==> config.mk <==
export PLATFORM = sky130hd
export DESIGN_NAME = ov7670_capture_flat
export DESIGN_NICKNAME = d
export VERILOG_FILES = /design/src/rtl/vga_pkg.sv /design/src/rtl/ov7670_capture_if.sv /design/src/rtl/ov7670_capture_cam_pixel_pack.sv /design/src/rtl/ov7670_capture.sv /design/src/flat_wrapper.sv
export SDC_FILE = /design/constraint.sdc
export NUM_CORES = 1
export LEC_CHECK = 0
export CAP_MARGIN = 20
export CELL_PAD_IN_SITES_DETAIL_PLACEMENT = 2
export CELL_PAD_IN_SITES_GLOBAL_PLACEMENT = 2
export CORE_UTILIZATION = 36
export DETAILED_ROUTE_END_ITERATION = 12
export PLACE_DENSITY_LB_ADDON = 0.1
export SLEW_MARGIN = 20
export SYNTH_ARGS = -nofsm -noshare
export SYNTH_HDL_FRONTEND = slang
export SYNTH_SLANG_ARGS = --single-unit
==> constraint.sdc <==
create_clock -name pclk -period 3.62 [get_ports pclk]
set_input_delay 0.724 -clock pclk [delete_from_list [all_inputs] [get_ports pclk]]
set_output_delay 0.724 -clock pclk [all_outputs]
set_load 0.02 [all_outputs]
==> src/rtl/vga_pkg.sv <==
// Geometry, pixel type and capture state encoding shared by the camera
// capture path, the frame buffer and the VGA read side.
package vga_pkg;

  localparam int H_PIX   = 320;
  localparam int V_LINES = 240;
  localparam int ADDR_W  = 17;

  typedef struct packed {
    logic [3:0] r;
    logic [3:0] g;
    logic [3:0] b;
  } rgb444_t;

  typedef enum logic [1:0] {
    S_WAIT_VS,
    S_VSYNC,
    S_ACTIVE
  } cap_state_t;

endpackage

==> src/rtl/ov7670_capture_if.sv <==
// Frame buffer write port: one strobe, a linear address and an RGB444 word.
interface ov7670_capture_if
  import vga_pkg::*;
#(
  parameter int ADDR_W = vga_pkg::ADDR_W
);

  logic              we;
  logic [ADDR_W-1:0] wAddr;
  rgb444_t           wData;

  modport master (output we, output wAddr, output wData);
  modport slave  (input  we, input  wAddr, input  wData);

endinterface

==> src/rtl/ov7670_capture_cam_pixel_pack.sv <==
// Pairs camera bytes into pixels and converts them to RGB444; a pixel is
// reported one cycle after its second byte is seen.
module cam_pixel_pack
  import vga_pkg::*;
#(
  parameter int FMT_565 = 1
) (
  input  logic       pclk,
  input  logic       reset_n,
  input  logic       en,
  input  logic       hr,
  input  logic [7:0] din,
  output logic       pix_valid,
  output rgb444_t    pix
);

  logic       phase;
  logic [7:0] hi;

  function automatic rgb444_t to_rgb444(input logic [7:0] b_hi, input logic [7:0] b_lo);
    rgb444_t p;
    if (FMT_565 != 0) begin
      p.r = b_hi[7:4];
      p.g = {b_hi[2:0], b_lo[7]};
      p.b = b_lo[4:1];
    end else begin
      p.r = b_hi[3:0];
      p.g = b_lo[7:4];
      p.b = b_lo[3:0];
    end
    return p;
  endfunction

  // A low href or an inactive capture realigns pairing, dropping any dangling byte.
  always_ff @(posedge pclk or negedge reset_n) begin
    if (!reset_n) begin
      phase     <= 1'b0;
      pix_valid <= 1'b0;
    end else begin
      pix_valid <= en && hr && phase;
      if (!en || !hr) phase <= 1'b0;
      else            phase <= ~phase;
    end
  end

  always_ff @(posedge pclk) begin
    if (en && hr && !phase) hi  <= din;
    if (en && hr && phase)  pix <= to_rgb444(hi, din);
  end

endmodule

==> src/rtl/ov7670_capture.sv <==
// OV7670 capture: frames camera bytes by vsync/href, writes RGB444 pixels to a
// linear frame buffer and reports frame boundaries and geometry errors.
module ov7670_capture
  import vga_pkg::*;
#(
  parameter int H_PIX   = vga_pkg::H_PIX,
  parameter int V_LINES = vga_pkg::V_LINES,
  parameter int ADDR_W  = vga_pkg::ADDR_W,
  parameter int FMT_565 = 1
) (
  input  logic                 pclk,
  input  logic                 reset_n,
  input  logic                 vsync,
  input  logic                 href,
  input  logic [7:0]           data,
  input  logic                 capture_en,
  ov7670_capture_if.master     wr,
  output logic                 frame_start,
  output logic                 frame_done,
  output logic                 frame_err,
  output logic [7:0]           frame_cnt
);

  localparam int X_W = $clog2(H_PIX + 1);
  localparam int Y_W = $clog2(V_LINES + 1);
  localparam logic [X_W-1:0]    H_MAX  = X_W'(H_PIX);
  localparam logic [Y_W-1:0]    V_MAX  = Y_W'(V_LINES);
  localparam logic [ADDR_W-1:0] STRIDE = ADDR_W'(H_PIX);

  logic       vs_q, hr_q, vs_d, hr_d;
  logic [7:0] d_q;
  logic       vs_rise, vs_fall, hr_fall;

  cap_state_t        state;
  logic [X_W-1:0]    x, x_inc, x_nxt;
  logic [Y_W-1:0]    y, y_nxt;
  logic [ADDR_W-1:0] line_base, base_nxt;
  logic              err_flag, err_nxt;
  logic              wr_ok;

  logic    pix_valid;
  rgb444_t pix;

  // Stage 0: input registers plus one extra delay for edge detection
  always_ff @(posedge pclk or negedge reset_n) begin
    if (!reset_n) begin
      vs_q <= 1'b0;
      hr_q <= 1'b0;
      vs_d <= 1'b0;
      hr_d <= 1'b0;
      d_q  <= '0;
    end else begin
      vs_q <= vsync;
      hr_q <= href;
      vs_d <= vs_q;
      hr_d <= hr_q;
      d_q  <= data;
    end
  end

  assign vs_rise = vs_q & ~vs_d;
  assign vs_fall = ~vs_q & vs_d;
  assign hr_fall = ~hr_q & hr_d;

  // Stage 1: byte pairing and format conversion
  cam_pixel_pack #(
    .FMT_565 (FMT_565)
  ) u_pack (
    .pclk      (pclk),
    .reset_n   (reset_n),
    .en        (state == S_ACTIVE),
    .hr        (hr_q),
    .din       (d_q),
    .pix_valid (pix_valid),
    .pix       (pix)
  );

  // A pixel completing on the same cycle as the line end is counted before
  // the line-length test, so the last pixel of every line is not lost.
  always_comb begin
    wr_ok    = pix_valid && (x < H_MAX) && (y < V_MAX);
    x_inc    = x + X_W'(wr_ok);
    err_nxt  = err_flag | (pix_valid & ~wr_ok);
    x_nxt    = x_inc;
    y_nxt    = y;
    base_nxt = line_base;
    if (hr_fall) begin
      if (x_inc != H_MAX) err_nxt = 1'b1;
      if (x_inc != '0) begin
        y_nxt    = y + Y_W'(1);
        base_nxt = line_base + STRIDE;
      end
      x_nxt = '0;
    end
  end

  // Stage 2: frame FSM, addressing and registered write port
  always_ff @(posedge pclk or negedge reset_n) begin
    if (!reset_n) begin
      state       <= S_WAIT_VS;
      wr.we       <= 1'b0;
      wr.wAddr    <= '0;
      wr.wData    <= '0;
      frame_start <= 1'b0;
      frame_done  <= 1'b0;
      frame_err   <= 1'b0;
      frame_cnt   <= '0;
      x           <= '0;
      y           <= '0;
      line_base   <= '0;
      err_flag    <= 1'b0;
    end else begin
      wr.we       <= 1'b0;
      frame_start <= 1'b0;
      frame_done  <= 1'b0;
      case (state)
        S_WAIT_VS: begin
          if (vs_rise) state <= S_VSYNC;
        end
        S_VSYNC: begin
          if (vs_fall) begin
            if (capture_en) begin
              state       <= S_ACTIVE;
              frame_start <= 1'b1;
              x           <= '0;
              y           <= '0;
              line_base   <= '0;
              err_flag    <= 1'b0;
            end else begin
              state <= S_WAIT_VS;
            end
          end
        end
        S_ACTIVE: begin
          if (wr_ok) begin
            wr.we    <= 1'b1;
            wr.wAddr <= line_base + ADDR_W'(x);
            wr.wData <= pix;
          end
          x         <= x_nxt;
          y         <= y_nxt;
          line_base <= base_nxt;
          err_flag  <= err_nxt;
          if (vs_rise) begin
            frame_done <= 1'b1;
            frame_err  <= err_nxt | (y_nxt != V_MAX);
            frame_cnt  <= frame_cnt + 8'd1;
            state      <= S_VSYNC;
          end
        end
        default: state <= S_WAIT_VS;
      endcase
    end
  end

endmodule
==> src/flat_wrapper.sv <==
// flat-port wrapper written by rule: the top's interface ports become plain ports
module ov7670_capture_flat import vga_pkg::*;
#(
  parameter int H_PIX   = vga_pkg::H_PIX,
  parameter int V_LINES = vga_pkg::V_LINES,
  parameter int ADDR_W  = vga_pkg::ADDR_W,
  parameter int FMT_565 = 1
)
  (pclk, reset_n, vsync, href, data, capture_en, frame_start, frame_done, frame_err, frame_cnt, wr_we, wr_wAddr, wr_wData);
  ov7670_capture_if #(.ADDR_W(ADDR_W)) wr_i ();
  input  logic pclk;
  input  logic reset_n;
  input  logic vsync;
  input  logic href;
  input  logic [7:0] data;
  input  logic capture_en;
  output logic frame_start;
  output logic frame_done;
  output logic frame_err;
  output logic [7:0] frame_cnt;
  output wire logic [$bits(wr_i.we)-1:0] wr_we;
  output wire logic [$bits(wr_i.wAddr)-1:0] wr_wAddr;
  output wire logic [$bits(wr_i.wData)-1:0] wr_wData;
  assign wr_we = wr_i.we;
  assign wr_wAddr = wr_i.wAddr;
  assign wr_wData = wr_i.wData;
  ov7670_capture #(.H_PIX(H_PIX), .V_LINES(V_LINES), .ADDR_W(ADDR_W), .FMT_565(FMT_565)) u_core (.pclk(pclk), .reset_n(reset_n), .vsync(vsync), .href(href), .data(data), .capture_en(capture_en), .wr(wr_i), .frame_start(frame_start), .frame_done(frame_done), .frame_err(frame_err), .frame_cnt(frame_cnt));
endmodule
==> impl_metrics.py <==
metrics = {
    "outcome": {
        "status": "finished clean",
    },
    "yosys": {
        "synth_flop_cell": "dfrtp_1",
        "synth_enable_flop_cells": 19,
        "yosysWarningCount": 0,
        "ys_types": 47,
        "synth_cells": 429,
        "synthesis.area_mm2": 0.00451,
        "syn_nets": 450,
        "ys_ff_latch": 105,
        "yosysSeqAreaShare_pct": 60.3,
        "async_flop_share_pct": 81.9,
        "synth_area_per_cell_um2": 10.5,
    },
    "floorplanning": {
        "placementRows": 40,
        "io_pins": 54,
        "start_util_pct": 37.3,
        "fp.dieW_um": 114,
        "dieArea_mm2": 0.0130,
        "core_mm2": 0.0121,
        "die_h_um": 114,
    },
    "final_layout": {
        "fin_cells": 653,
        "fin_nets": 501,
        "area_growth_pct": 22.7,
        "layout-drive-gt1-share_pct": 7.42,
        "nFillCells": 1282,
        "multi_input_area_mm2": 0.00168,
        "antenna_cells": 0,
        "layout.area.seq_mm2": 0.00272,
    },
    "sta": {
        "rsz0062_at_grt": "false",
        "post-route-min-period_ns": 3.32,
        "max_slew.worst_pin.slew_ns": 0.973,
        "report.final.slew_viol_count": 0,
        "slew_headroom_pct": 35.2,
        "finClkSkew_ns": 0.00562,
        "finalHoldViolCount": 0,
        "finalSetupViolCount": 0,
        "finalSetupTns_ns": 0,
        "timing.fmax_mhz": 301,
        "finalCritPeriodShare_pct": 91.8,
    },
    "drt": {
        "drt_first_pass_iters": 4,
        "wl_per_cell_um": 17.5,
        "viasPerCell": 5.12,
        "vias": 3341,
        "ant_nets": 0,
        "drc": 0,
        "drt_iter0_drc": 110,
        "drt_wl_total_mm": 11.4,
    },
    "power": {
        "pwr-share-seq_pct": 51.5,
        "p_leak_nw": 2.38,
        "swShare_pct": 31.1,
        "cellPowerDensity_mw_per_mm2": 519,
        "p_sw_w": 0.000893,
        "ir_worst_vdd_mv": 0.228,
        "pwr-share-comb_pct": 14.8,
        "power_frac_clock_pct": 33.7,
        "internal-power_w": 0.00198,
    },
    "placement": {
        "gp_congestion": 0.805,
        "io_buffers": 53,
        "placed_cells": 637,
        "hpwlAfterDp_mm": 7.85,
    },
    "grt": {
        "grt.overflow.total": 0,
        "antenna_found_initial": 0,
        "grt_pass1_wl_mm": 19.2,
        "grt_usage_pct": 19.7,
        "grt_max_degree": 74,
        "first_global_vias": 3724,
    },
    "clocking": {
        "cts_sinks": 105,
        "cts_max_level": 3,
        "cts_tree": "built",
        "cts_made_buffers": 9,
        "clock_path_buffers": 2,
        "post_cts_buffers": 0,
        "clk_pin_slew_ns": 0.07,
        "cts.root.buffer_cell": "clkbuf_16",
        "clk_latency_ns": 0.36,
    },
    "worst_setup_path": {
        "path_buf_inv": 0,
        "end_kind": "flop",
        "crit_top_cell": "ha_1",
        "cp.arrival_ns": 3.57,
        "slowest_stage": "dfrtp_1",
        "cp_data_required_time_ns": 3.87,
        "max_stage_delay_ns": 0.49,
        "critPathTopFamily": "compound AO/OA/AOI/OAI gates",
        "cp-start-kind": "flop",
        "worstPathMaxFanout": 17,
        "crit_type": "reg -> reg",
        "worstPathCellList": "o21ai_0 -> nand2_1 -> a41oi_1 -> ha_1 -> ha_1 -> and3_4 -> a311oi_1 -> a211o_1 -> a311o_2 -> nor3_4 -> a21oi_1 -> a31o_2",
    },
    "min_path": {
        "min_path_type": "reg -> reg",
    },
    "flow_run": {
        "maxCapViolCount": 0,
    },
}
## power groups by stage
stage	registers (W)	logic, W	clock network (W)
after floorplan	0.00142	0.000309	0
after global placement	0.00149	0.000403	0
after detailed placement	0.00150	0.000423	0
after CTS	0.00148	0.000433	0.00101
after global routing	0.00150	0.000484	0.00104
final	0.00148	0.000425	0.000969
## cell usage after synthesis, types with 2 or more instances
master / instances / area [um2]
or3_1: 5 / 31.3
and2_1: 3 / 18.8
a21oi_1: 10 / 50.1
clkbuf_1: 18 / 67.6
xor2_1: 6 / 52.6
buf_2: 3 / 15.0
nor3_1: 2 / 10.0
o21ai_0: 34 / 170
nand3_1: 10 / 50.1
dfrtp_1: 86 / 2150
nand4_1: 9 / 56.3
a31o_2: 3 / 26.3
and4_1: 2 / 17.5
a211oi_1: 2 / 15.0
edfxtp_1: 19 / 571
inv_1: 7 / 26.3
nor2_1: 30 / 113
nand2_1: 96 / 360
a31oi_1: 3 / 18.8
a41oi_1: 3 / 26.3
xnor2_1: 19 / 166
nor2b_1: 7 / 43.8
nand2b_1: 4 / 25.0
a211o_1: 2 / 17.5
o31ai_1: 4 / 30.0
and3_4: 2 / 22.5
a22o_1: 5 / 43.8
ha_1: 8 / 100
and3_1: 7 / 43.8
o41ai_1: 3 / 26.3
## registers in the layout, summed over array words and instances, names as in the netlist, 2 cells and up
| name | flops |
|---|---|
| u_core.state | 2 |
| u_core.wr.wData | 12 |
| u_core.wr.wAddr | 17 |
| u_core.y | 8 |
| u_core.d_q | 8 |
| u_core.u_pack.hi | 7 |
| u_core.u_pack.pix | 12 |
| u_core.x | 9 |
| u_core.frame_cnt | 8 |
| u_core.line_base | 11 |
## kinds of logic after synthesis
kind of cell | after synthesis | synth area share, %
xor+xnor | 25 | 4.85
flops | 105 | 60.3
simple gates | 184 | 18.9
mux | 1 | 0.250
compound gates | 76 | 10.7
buf+inv | 30 | 2.75
fa+ha+maj | 8 | 2.22
## cell type report
class	instances	share of cell area [%]
Sequential cell	105	49.2
Clock inverter	7	1.31
Clock buffer	9	4.07
Timing Repair Buffer	62	10.8
Multi-Input combinational cell	294	30.3
Inverter	8	0.542
Tap cell	168	3.80
## path summary, 6_finish.rpt
kind | start | endpoint | slack, ns | cells past startpoint
worst max-delay path | u_core.x[6] | u_core.line_base[13] | 0.30 | 12
worst min-delay path | u_core.vs_q | u_core.vs_d | 0.42 | 0
worst max register to register | u_core.x[6] | u_core.line_base[13] | 0.30 | 12
worst min register to register | u_core.vs_q | u_core.vs_d | 0.42 | 0
max in group asynchronous | reset_n | u_core.line_base[10] | 2.38 | 2
min in group asynchronous | reset_n | u_core.line_base[15] | 0.50 | 1
## placed cells by master, fill, tap and decap left out, types with 2 or more instances in the layout
| cell type | n |
|---|---|
| a211o_1 | 2 |
| a41oi_1 | 3 |
| clkdlybuf4s50_1 | 52 |
| and3_1 | 7 |
| ha_1 | 8 |
| a31oi_1 | 3 |
| nor3_1 | 2 |
| o41ai_1 | 3 |
| inv_1 | 7 |
| and3_4 | 2 |
| buf_4 | 10 |
| nand3_1 | 10 |
| edfxtp_1 | 19 |
| xor2_1 | 6 |
| nand4_1 | 9 |
| o21ai_0 | 34 |
| nand2b_1 | 4 |
| a21oi_1 | 10 |
| nor2_1 | 30 |
| and2_1 | 3 |
| dfrtp_1 | 86 |
| clkinv_4 | 2 |
| a211oi_1 | 2 |
| or3_1 | 5 |
| nand2_1 | 96 |
| a31o_2 | 3 |
| inv_8 | 2 |
| o31ai_1 | 4 |
| xnor2_1 | 19 |
| a22o_1 | 5 |
| nor2b_1 | 7 |
| clkbuf_16 | 9 |
| and4_1 | 2 |
## metrics by stage
| step | hold WS, ns | total power, W | area, um2 | util [%] | setup slack, ns |
|---|---|---|---|---|---|
| final | 0.421 | 0.00287 | 5540 | 45.7 | 0.296 |
| after global routing | 0.434 | 0.00302 | 5540 | 45.7 | 0.0606 |
| after CTS | 0.426 | 0.00292 | 5520 | 45.6 | 0.0760 |
| after detailed placement | 0.407 | 0.00192 | 5220 | 43.1 | 0.122 |
| after global placement | 0.387 | 0.00189 | 5220 | 43.1 | 0.263 |
| after floorplan | 0.375 | 0.00173 | 4510 | - | 0.582 |
## metal layers
| layer | share of wire, % | vias to the layer above | global-route usage [%] |
|---|---|---|---|
| met5 | 0 | - | 0 |
| li1 | - | 1584 | - |
| met2 | 49 | 48 | 32.7 |
| met4 | 2.0 | 0 | 8.57 |
| met1 | 47 | 1695 | 24.9 |
| met3 | 2.5 | 14 | 3.83 |
## timing repair
item                       4_1_cts  5_1_grt
hold buffers                     0        0
setup endpoints to repair        0        7
resized for setup                0        3
No activity file was read; power rests on OpenSTA's default activity.
